**config.mk**
```make
export PLATFORM = sky130hd
export DESIGN_NAME = mac_sequencer
export DESIGN_NICKNAME = d
export VERILOG_FILES = /design/src/rtl/mac_sequencer.sv
export SDC_FILE = /design/constraint.sdc
export NUM_CORES = 1
export LEC_CHECK = 0
export CORE_MARGIN = 1.5
export CORE_UTILIZATION = 52
export DETAILED_ROUTE_END_ITERATION = 10
export PLACE_DENSITY = 0.86
export SYNTH_ARGS = -nofsm -noshare
export SYNTH_HDL_FRONTEND = slang
export SYNTH_SLANG_ARGS = --single-unit
```
**constraint.sdc**
```tcl
create_clock -name clk -period 5.65 [get_ports clk]
set_input_delay 0.565 -clock clk [delete_from_list [all_inputs] [get_ports clk]]
set_output_delay 0.565 -clock clk [all_outputs]
set_load 0.02 [all_outputs]
```
**src/rtl/mac_sequencer.sv**
```systemverilog
// ---------------------------------------------------------------------------
// mac_sequencer
//
// Sequential multiply-accumulate controller for a single neuron. Streams
// N_INPUTS unsigned 4-bit activation/weight pairs through one shared external
// 4x4 multiplier and sums the 8-bit products into an ACC_WIDTH accumulator.
//
// Parameters:
//   N_INPUTS   pairs per accumulation (>= 1)
//   ACC_WIDTH  accumulator / result width (>= 8)
//   CNT_WIDTH  pair-counter width, 2**CNT_WIDTH > N_INPUTS
//
// Optional feature macro:
//   SATURATE_EN  defined   -> accumulator clamps at all-ones on overflow
//                undefined -> accumulator wraps modulo 2**ACC_WIDTH
//
// Ports:
//   clk           in   single clock, rising edge
//   rst           in   synchronous active-high reset
//   start         in   begin an accumulation (honoured only in IDLE)
//   busy          out  high in every state except IDLE
//   x_data        in   [3:0] activation
//   w_data        in   [3:0] weight
//   in_valid      in   x_data/w_data pair valid
//   in_ready      out  pair accepted this cycle when in_valid is high
//   mul_a         out  [3:0] registered multiplier operand (activation)
//   mul_b         out  [3:0] registered multiplier operand (weight)
//   mul_out       in   [7:0] combinational product mul_a * mul_b
//   result        out  [ACC_WIDTH-1:0] final sum, held between runs
//   result_valid  out  one-cycle pulse when result is new
// ---------------------------------------------------------------------------
module mac_sequencer #(
  parameter int N_INPUTS  = 4,
  parameter int ACC_WIDTH = 10,
  parameter int CNT_WIDTH = 3
) (
  input  logic                 clk,
  input  logic                 rst,
  input  logic                 start,
  output logic                 busy,
  input  logic [3:0]           x_data,
  input  logic [3:0]           w_data,
  input  logic                 in_valid,
  output logic                 in_ready,
  output logic [3:0]           mul_a,
  output logic [3:0]           mul_b,
  input  logic [7:0]           mul_out,
  output logic [ACC_WIDTH-1:0] result,
  output logic                 result_valid
);

  typedef enum logic [1:0] {
    IDLE  = 2'd0,
    ACCUM = 2'd1,
    DRAIN = 2'd2,
    DONE  = 2'd3
  } state_t;

  localparam logic [CNT_WIDTH-1:0] LAST_IDX = CNT_WIDTH'(N_INPUTS - 1);

  state_t                 state;
  state_t                 next_state;
  logic [CNT_WIDTH-1:0]   cnt;
  logic [ACC_WIDTH-1:0]   acc;
  logic [ACC_WIDTH-1:0]   acc_sum;
  logic [ACC_WIDTH-1:0]   acc_next;
  logic                   prod_vld;
  logic                   accept;
  logic                   last_pair;
  logic                   start_ok;

  assign accept    = in_valid && in_ready;
  assign last_pair = accept && (cnt == LAST_IDX);
  assign start_ok  = (state == IDLE) && start;

  // The multiplier output belongs to the operands registered on the
  // previous accept, so it is only folded in while prod_vld is set.
`ifdef SATURATE_EN
  logic [ACC_WIDTH:0] raw_sum;

  always_comb begin
    raw_sum = {1'b0, acc} + (ACC_WIDTH + 1)'(mul_out);
    acc_sum = raw_sum[ACC_WIDTH] ? {ACC_WIDTH{1'b1}} : raw_sum[ACC_WIDTH-1:0];
  end
`else
  always_comb begin
    acc_sum = acc + ACC_WIDTH'(mul_out);
  end
`endif

  assign acc_next = prod_vld ? acc_sum : acc;

  // State register
  always_ff @(posedge clk) begin
    if (rst) begin
      state <= IDLE;
    end else begin
      state <= next_state;
    end
  end

  // Next-state logic
  always_comb begin
    next_state = state;
    case (state)
      IDLE:    if (start) next_state = ACCUM;
      ACCUM:   if (last_pair) next_state = DRAIN;
      DRAIN:   next_state = DONE;
      DONE:    next_state = IDLE;
      default: next_state = IDLE;
    endcase
  end

  // Output decode, purely from state
  always_comb begin
    busy         = 1'b0;
    in_ready     = 1'b0;
    result_valid = 1'b0;
    case (state)
      IDLE: begin
        busy = 1'b0;
      end
      ACCUM: begin
        busy     = 1'b1;
        in_ready = 1'b1;
      end
      DRAIN: begin
        busy = 1'b1;
      end
      DONE: begin
        busy         = 1'b1;
        result_valid = 1'b1;
      end
      default: begin
        busy = 1'b0;
      end
    endcase
  end

  // Operand registers, pair counter and accumulator. Operands are not
  // cleared on start; they simply hold until the next accepted pair.
  always_ff @(posedge clk) begin
    if (rst) begin
      mul_a    <= 4'd0;
      mul_b    <= 4'd0;
      cnt      <= '0;
      acc      <= '0;
      prod_vld <= 1'b0;
    end else if (start_ok) begin
      cnt      <= '0;
      acc      <= '0;
      prod_vld <= 1'b0;
    end else begin
      prod_vld <= accept;
      acc      <= acc_next;
      if (accept) begin
        mul_a <= x_data;
        mul_b <= w_data;
        cnt   <= cnt + CNT_WIDTH'(1);
      end
    end
  end

  // The last product is still pending in DRAIN, so result captures the
  // sum including it on the edge that enters DONE.
  always_ff @(posedge clk) begin
    if (rst) begin
      result <= '0;
    end else if (state == DRAIN) begin
      result <= acc_next;
    end
  end

endmodule

```
== Yosys cells after proc, flatten, opt, wreduce, memory -nomap -nowiden ==
Index checks and enable logic that the tools add are counted.
Operators by class
  multiplexer cells: 7
  bitwise operators: 1
  $add $sub $neg: 2
  eq/ne operators: 6
  reduce and logical (&&, ||, !) cells: 8
Operators with widths (number)
  10-bit by 8-bit adder with 10-bit output: 1
  10-bit two-way mux: 1
  2-bit one-hot mux with 4 select lines: 1
  2-bit == test, second input constant: 2
  2-bit two-way mux: 2
  2-bit inequality test, second input constant: 2
  2-bit AND reduction: 2
  3-bit by 1-bit adder with 3-bit output, second input constant: 1
  3-bit by 2-bit == test with 1-bit output, second input constant: 1
  1-bit logical AND: 3
  3-bit OR reduction: 1
  2-bit by 1-bit == test with 1-bit output, second input constant: 1
  2-bit logical NOT: 1
  1-bit two-way mux: 2
  1-bit one-hot mux with 2 select lines: 1
  2-bit OR reduction: 1
  1-bit NOT: 1
Storage, ports and cells
  register bits: 34
  output and inout port bits: 21
  bits of input ports: 20
  word-level logic and storage cells: 31

== Longest topological paths before layout ==
Gate-level depths: netlist of run 1.
  depth after elaboration: 6
  depth in mapped cells: 7
  depth with buffers taken out: 7

== Worst setup path after synthesis of run 1 ==
Ideal clock, no wire load.
  path kind: input to register
  from: input port mul_out[0]
  to: register result[8]
  setup slack: 3.476 ns
  stages on the path: 7
  setup time: 0.138 ns
  buffers on the path: 0
  arrival time: 2.035 ns
  required time: 5.512 ns
  cell sequence: ha_1 > fa_1 > a211oi_1 > o21ai_1 > o221ai_1 > xor2_1 > a211oi_2
Between the ends
  longest elaborated chain between the ends: 2
Ends and longest elaborated chain
  start, declared: RTL line 47  | input logic [7:0] mul_out,
  10-bit by 8-bit adder with 10-bit output: RTL line 87  | acc_sum = acc + ACC_WIDTH'(mul_out);
  10-bit two-way mux: RTL line 91  | assign acc_next = prod_vld ? acc_sum : acc;
  end signal, assigned: RTL line 170  | result <= acc_next;
  end, declared: RTL line 48  | output logic [ACC_WIDTH-1:0] result,
No other way between the ends.
A chain may end at the register's enable or synchronous reset.

== Worst setup path in the final report of run 1 ==
Ends and elaborated chain as after synthesis.

==> flow_metrics.env, run 1 <==
export IMPL_fmax_mhz=421
export IMPL_setup_viol=0
export IMPL_port_buffer_count=40
export IMPL_cap_violations=0
export IMPL_area_growth_pct=29.5
export IMPL_grt_use_total_pct=20.6
export IMPL_wl_mm=3.36
export IMPL_yosysTopAreaCellShare_pct=41.0
export IMPL_r2r_start="acc[0]"
export IMPL_drtIter0Drc=58
export IMPL_numCtsBuffers=5
export IMPL_rrSetupSlack_ns=3.60
export IMPL_p_total_w=0.000789
export IMPL_clock_sinks=34
export IMPL_syn_area_um2=1660
export IMPL_die_x_um=59.5
export IMPL_antenna_left=0
export IMPL_core_area_um2=3050
export IMPL_drv_slew=0
export IMPL_vias=1408
export IMPL_pwr_share_clk_pct=17.9
export IMPL_power_density_nw_per_um2=367
export IMPL_status="completed"
export IMPL_grt_pass1_vias=1263
export IMPL_vdd_ir_drop_max_uv=279
export IMPL_whs_endpoint="mul_b[3]"
export IMPL_synth_area_top_cells="dfxtp_1 41%, ha_1 11%, a21oi_1 6.3%, nor2_1 6.3%, nand2_1 6.1%"
export IMPL_grt_pass1_wl_mm=5.49
export IMPL_grt_overflow=0
export IMPL_gr_max_usage_layer="met2"
export IMPL_firstDrtPassIters=4
export IMPL_routedWlPerCell_um=12.3
export IMPL_die_y_um=59.5
export IMPL_hpwl_mm=2.47
export IMPL_yosysSeqAreaShare_pct=41.0
export IMPL_syn_instance_count=189
export IMPL_critPathRequiredTime_ns=5.84
export IMPL_io_pins=41
export IMPL_n_antenna_cell=0
export IMPL_synth_cell_types=29
export IMPL_drc_errors=0
export IMPL_crit_fanout=3
export IMPL_vias_per_cell=5.14
export IMPL_pwr_share_seq_pct=39.6
export IMPL_rows=20
export IMPL_synth_flop_cell="dfxtp_1"
export IMPL_final_period_utilization_pct=42.1
export IMPL_arrival_ns=2.57
export IMPL_synth_top_family_by_area="compound AO/OA/AOI/OAI gates"
export IMPL_p_int_w=0.000494
export IMPL_hold_violations=0
export IMPL_worstMarginPinSlew_ns=0.909
export IMPL_synth_compound_area_share_pct=19.7
export IMPL_insertion_delay_ns=0.33
export IMPL_grt_max_degree=23
export IMPL_synth_nets=225
export IMPL_rr_endpoint="result[8]"
export IMPL_hold_depth=2
export IMPL_cp_start_kind="input port"
export IMPL_synth_seq_cells=34
export IMPL_synth_edff_count=0
export IMPL_hp_start="mul_b[3]"
export IMPL_cp_end_kind="flip-flop"
export IMPL_relSlewSlack_pct=39.2
export IMPL_worst_r2r_cell_count=7
export IMPL_ctsResizeCount=0
export IMPL_grtUsageMet2_pct=31.2
export IMPL_synth_simple_area_share_pct=15.4
export IMPL_drive_gt1_share_pct=6.09
export IMPL_hold_buffers=0
export IMPL_setup_tns_ns=0
export IMPL_min_path_type="reg -> reg"
export IMPL_path_clk_slew_ns=0.10
export IMPL_async_reset_ff_share_pct=0
export IMPL_switching_share_pct=37.5
export IMPL_synth_top_cells_by_count="34 x dfxtp_1, 28 x nor2_1, 27 x nand2_1"
export IMPL_yosys_area_top_type="dfxtp_1"
export IMPL_fin_crit_ns=2.38
export IMPL_crit_type="in -> reg"
export IMPL_p_sw_w=0.000296
export IMPL_gp_congestion=0.807
export IMPL_use_met1_pct=27.3
export IMPL_clock_path_buffers=2
export IMPL_use_met3_pct=3.93
export IMPL_cts_tree="done"
export IMPL_yosysWarnings=0
export IMPL_avgSynthCellArea_um2=8.79
export IMPL_die_area_um2=3540
export IMPL_p_leak_nw=0.823
export IMPL_antenna_found_initial=0
export IMPL_synth_adder_area_share_pct=12.5
export IMPL_htreeDepth=2
export IMPL_synth_xor_area_share_pct=4.22
export IMPL_nets=265
export IMPL_root_buffer="clkbuf_4"
export IMPL_synth_mux_area_share_pct=4.22
export IMPL_finalClockSkew_ns=0.00591
export IMPL_rsz0062_at_grt="false"
export IMPL_start_util_pct=54.4
export IMPL_cts_setup_buffers=0
export IMPL_synth_most_common_cell="dfxtp_1"
export IMPL_combPwrFrac_pct=42.5
## cells in the final DEF (no fill, tap or decap), drive strengths merged, types with 3 or more instances in the layout
master and instances:
clkdlybuf4s50 40, dfxtp 34, nor2 28, nand2 27, a21oi 21, ha 15
a211oi 11, mux2i 7, inv 6, clkbuf 6, nand3 5, xor2 5
o21ai 4, a21o 3, xnor2 3, o211ai 3
## power by group through the flow
stage	registers (W)	clock network (W)	logic, W
floorplan	0.000347	0	0.000182
global placement	0.000317	0	0.000331
detailed placement	0.000318	0	0.000336
CTS	0.000313	0.000145	0.000339
global route	0.000318	0.000159	0.000367
finish	0.000313	0.000141	0.000336
## worst max path at each step
stage          cells past startpoint        end       start
3_5_place_dp                       8  result[8]  mul_out[0]
4_1_cts                            8  result[8]  mul_out[0]
5_1_grt                            8  result[8]  mul_out[0]
6_report                           8  result[8]  mul_out[0]
2_1_floorplan                      7  result[8]  mul_out[0]
3_3_place_gp                       8  result[8]  mul_out[0]
## per-layer routing
metal,vias up,wire length (µm)
li1,734,-
met1,636,1620
met2,26,1530
met3,12,103
met4,0,100
met5,-,0
## cell type report
type                    count  area (µm²)
inverters                   6        22.5
clock buffers               6        51.3
repair buffers             40         400
flip-flops and latches     34         681
clock inverters             2        12.5
well taps                  44        55.1
multi-input cells         142         930
fillers                   245         901
## kinds of logic after synthesis
family | count (synthesis)
AOI/OAI and AO/OA | 47
and+or+nand+nor | 64
DFF | 34
xor gates and xnor gates | 8
buffers and inverters | 13
adders and majority gates | 16
muxes | 7
## registers in the layout, indices dropped and copies added (netlist names)
register / cells
result: 10
acc: 10
mul_b: 4
mul_a: 4
cnt: 3
prod_vld: 1
state: 2
## metrics by stage
step	utilization, %	cell area (µm²)	setup slack, ns	hold slack [ns]	cells
6_report	70.5	2150	3.27	0.461	274
3_3_place_gp	68.4	2090	2.95	0.442	266
2_1_floorplan	-	1660	3.48	0.440	189
4_1_cts	70.5	2150	3.29	0.462	274
3_5_place_dp	68.4	2090	2.94	0.447	266
5_1_grt	70.5	2150	3.16	0.473	274
## critical path, cell delays in order
cell             delay, ns
clkdlybuf4s50_1       0.40
ha_1                  0.24
fa_1                  0.43
a211oi_1              0.25
o21ai_1               0.15
o221ai_1              0.20
xor2_1                0.24
a211oi_2              0.10
No activity file was read; power rests on OpenSTA's default activity.
==> inputs of run 2 (changes only) <==
--- a/config.mk
+++ b/config.mk
@@ -6,9 +6,9 @@
 export NUM_CORES = 1
 export LEC_CHECK = 0
 export CORE_MARGIN = 1.5
-export CORE_UTILIZATION = 52
+export CORE_UTILIZATION = 48
 export DETAILED_ROUTE_END_ITERATION = 10
-export PLACE_DENSITY = 0.86
+export PLACE_DENSITY = 0.8
 export SYNTH_ARGS = -nofsm -noshare
 export SYNTH_HDL_FRONTEND = slang
 export SYNTH_SLANG_ARGS = --single-unit
==> constraint.sdc (replaced) <==
create_clock -name clk -period 2.4 [get_ports clk]
set_input_delay 0.24 -clock clk [delete_from_list [all_inputs] [get_ports clk]]
set_output_delay 0.24 -clock clk [all_outputs]
set_load 0.02 [all_outputs]
==> flow_metrics.env, run 2 (same netlist as run 1, synthesis figures left out) <==
export IMPL_gp_congestion=0.757
export IMPL_rows=21
export IMPL_p_total_w=0.00187
export IMPL_wl_mm=3.46
export IMPL_crit_type="in -> reg"
export IMPL_worstMarginPinSlew_ns=0.629
export IMPL_cp_end_kind="flip-flop"
export IMPL_layout_commonest_cell="clkdlybuf4s50_1"
export IMPL_fin_crit_ns=2.07
export IMPL_final_period_utilization_pct=86.4
export IMPL_clock_path_buffers=2
export IMPL_vdd_ir_drop_max_uv=715
export IMPL_routedWlPerCell_um=12.4
export IMPL_core_area_um2=3340
export IMPL_io_pins=41
export IMPL_nets=268
export IMPL_htreeDepth=2
export IMPL_setup_tns_ns=0
export IMPL_cap_violations=0
export IMPL_path_cells="clkdlybuf4s50_1 > ha_1 > fa_1 > a211oi_1 > o21ai_1 > o221ai_1 > xor2_1 > a211oi_2"
export IMPL_cts_tree="done"
export IMPL_insertion_delay_ns=0.33
export IMPL_area_growth_pct=30.8
export IMPL_cp_top_family="compound AO/OA/AOI/OAI gates"
export IMPL_grt_pass1_vias=1258
export IMPL_relSlewSlack_pct=58.0
export IMPL_die_x_um=61.8
export IMPL_die_y_um=61.8
export IMPL_cts_setup_buffers=0
export IMPL_numCtsBuffers=5
export IMPL_hold_buffers=0
export IMPL_critPathRequiredTime_ns=2.62
export IMPL_largestRegisters="acc: 10 flops, result: 10 flops"
export IMPL_path_clk_slew_ns=0.10
export IMPL_finalClockSkew_ns=0.00616
export IMPL_cp_num_buf_inv=1
export IMPL_cpPeakStageDelay_ns=0.43
export IMPL_grt_pass1_wl_mm=5.40
export IMPL_rsz0062_at_grt="false"
export IMPL_root_buffer="clkbuf_4"
export IMPL_vias_per_cell=5.09
export IMPL_power_density_nw_per_um2=862
export IMPL_hold_violations=0
export IMPL_start_util_pct=49.8
export IMPL_holdWs_ns=0.446
export IMPL_firstDrtPassIters=6
export IMPL_drv_slew=0
export IMPL_status="completed"
export IMPL_antenna_left=0
export IMPL_hpwl_mm=2.58
export IMPL_grt_overflow=0
export IMPL_fmax_mhz=482
export IMPL_port_buffer_count=40
export IMPL_p_leak_nw=0.839
export IMPL_ctsResizeCount=0
export IMPL_crit_fanout=3
export IMPL_drc_errors=0
export IMPL_cp_start_kind="input port"
export IMPL_die_area_um2=3820
export IMPL_vias=1421
export IMPL_cpMaxStageDelayCell="fa_1"
export IMPL_setup_viol=0
export IMPL_arrival_ns=2.29
export IMPL_n_antenna_cell=0
export IMPL_drive_gt1_share_pct=6.87
export IMPL_clock_sinks=34
export IMPL_grt_use_total_pct=19.0
export IMPL_drtIter0Drc=63
export IMPL_antenna_found_initial=0
export IMPL_most_common_layout_cells="40 x clkdlybuf4s50_1, 34 x dfxtp_1, 28 x nor2_1"
export IMPL_grt_max_degree=22
export IMPL_min_path_type="in -> reg"
==> run 2: area by class of cell <==
cell class | instances | area (µm²)
Sequential cell | 34 | 681
Inverter | 6 | 22.5
Fill cell | 317 | 1160
Clock inverter | 1 | 5.00
Timing Repair Buffer | 43 | 423
Multi-Input combinational cell | 142 | 930
Tap cell | 46 | 57.6
Clock buffer | 7 | 55.1
==> run 2: report_power, final <==
part / switching, W / internal [W]
logic: 0.000449 / 0.000366
clock network: 0.000188 / 0.000142
registers: 0.0000616 / 0.000665
total: 0.000699 / 0.00117
==> run 2: worst paths after layout <==
path	startpoint	end	slack (ns)	depth (start not counted)
max reg2reg	acc[0]	result[8]	0.33	7
max	mul_out[0]	result[8]	0.33	8
min	x_data[3]	mul_a[3]	0.45	3
min reg2reg	mul_b[2]	mul_b[2]	0.46	2
==> run 2: metal layers <==
| metal | share of wire (%) | track usage, % |
|---|---|---|
| met1 | 49 | 25.8 |
| met2 | 48 | 30.5 |
| met3 | 3.1 | 4.35 |
| met4 | 0.58 | 5.47 |
| met5 | 0 | 0 |
==> run 2: stage by stage <==
| stage | instance area [µm²] | instances | setup WS (ns) | utilization [%] |
|---|---|---|---|---|
| after detailed placement | 2110 | 271 | 0.0149 | 63.3 |
| after CTS | 2170 | 279 | 0.373 | 65.1 |
| after global routing | 2170 | 279 | 0.250 | 65.1 |
| final | 2170 | 279 | 0.326 | 65.1 |
| after global placement | 2110 | 271 | 0.0512 | 63.3 |
| after floorplan | 1660 | 189 | 0.510 | - |
==> run 2: worst reg2reg max path, cell delays in order (launching register included) <==
cell	delay [ns]
dfxtp_1	0.33
ha_1	0.22
fa_1	0.43
a211oi_1	0.28
o21ai_1	0.14
o221ai_1	0.21
xor2_1	0.24
a211oi_2	0.09
==> inputs of run 3 (changes only) <==
--- a/config.mk
+++ b/config.mk
@@ -9,6 +9,7 @@
 export CORE_UTILIZATION = 48
 export DETAILED_ROUTE_END_ITERATION = 10
 export PLACE_DENSITY = 0.8
+export SLEW_MARGIN = 20
 export SYNTH_ARGS = -nofsm -noshare
 export SYNTH_HDL_FRONTEND = slang
 export SYNTH_SLANG_ARGS = --single-unit
==> results of run 3 <==
Final layout, timing and power as in run 2 (identical DEF).
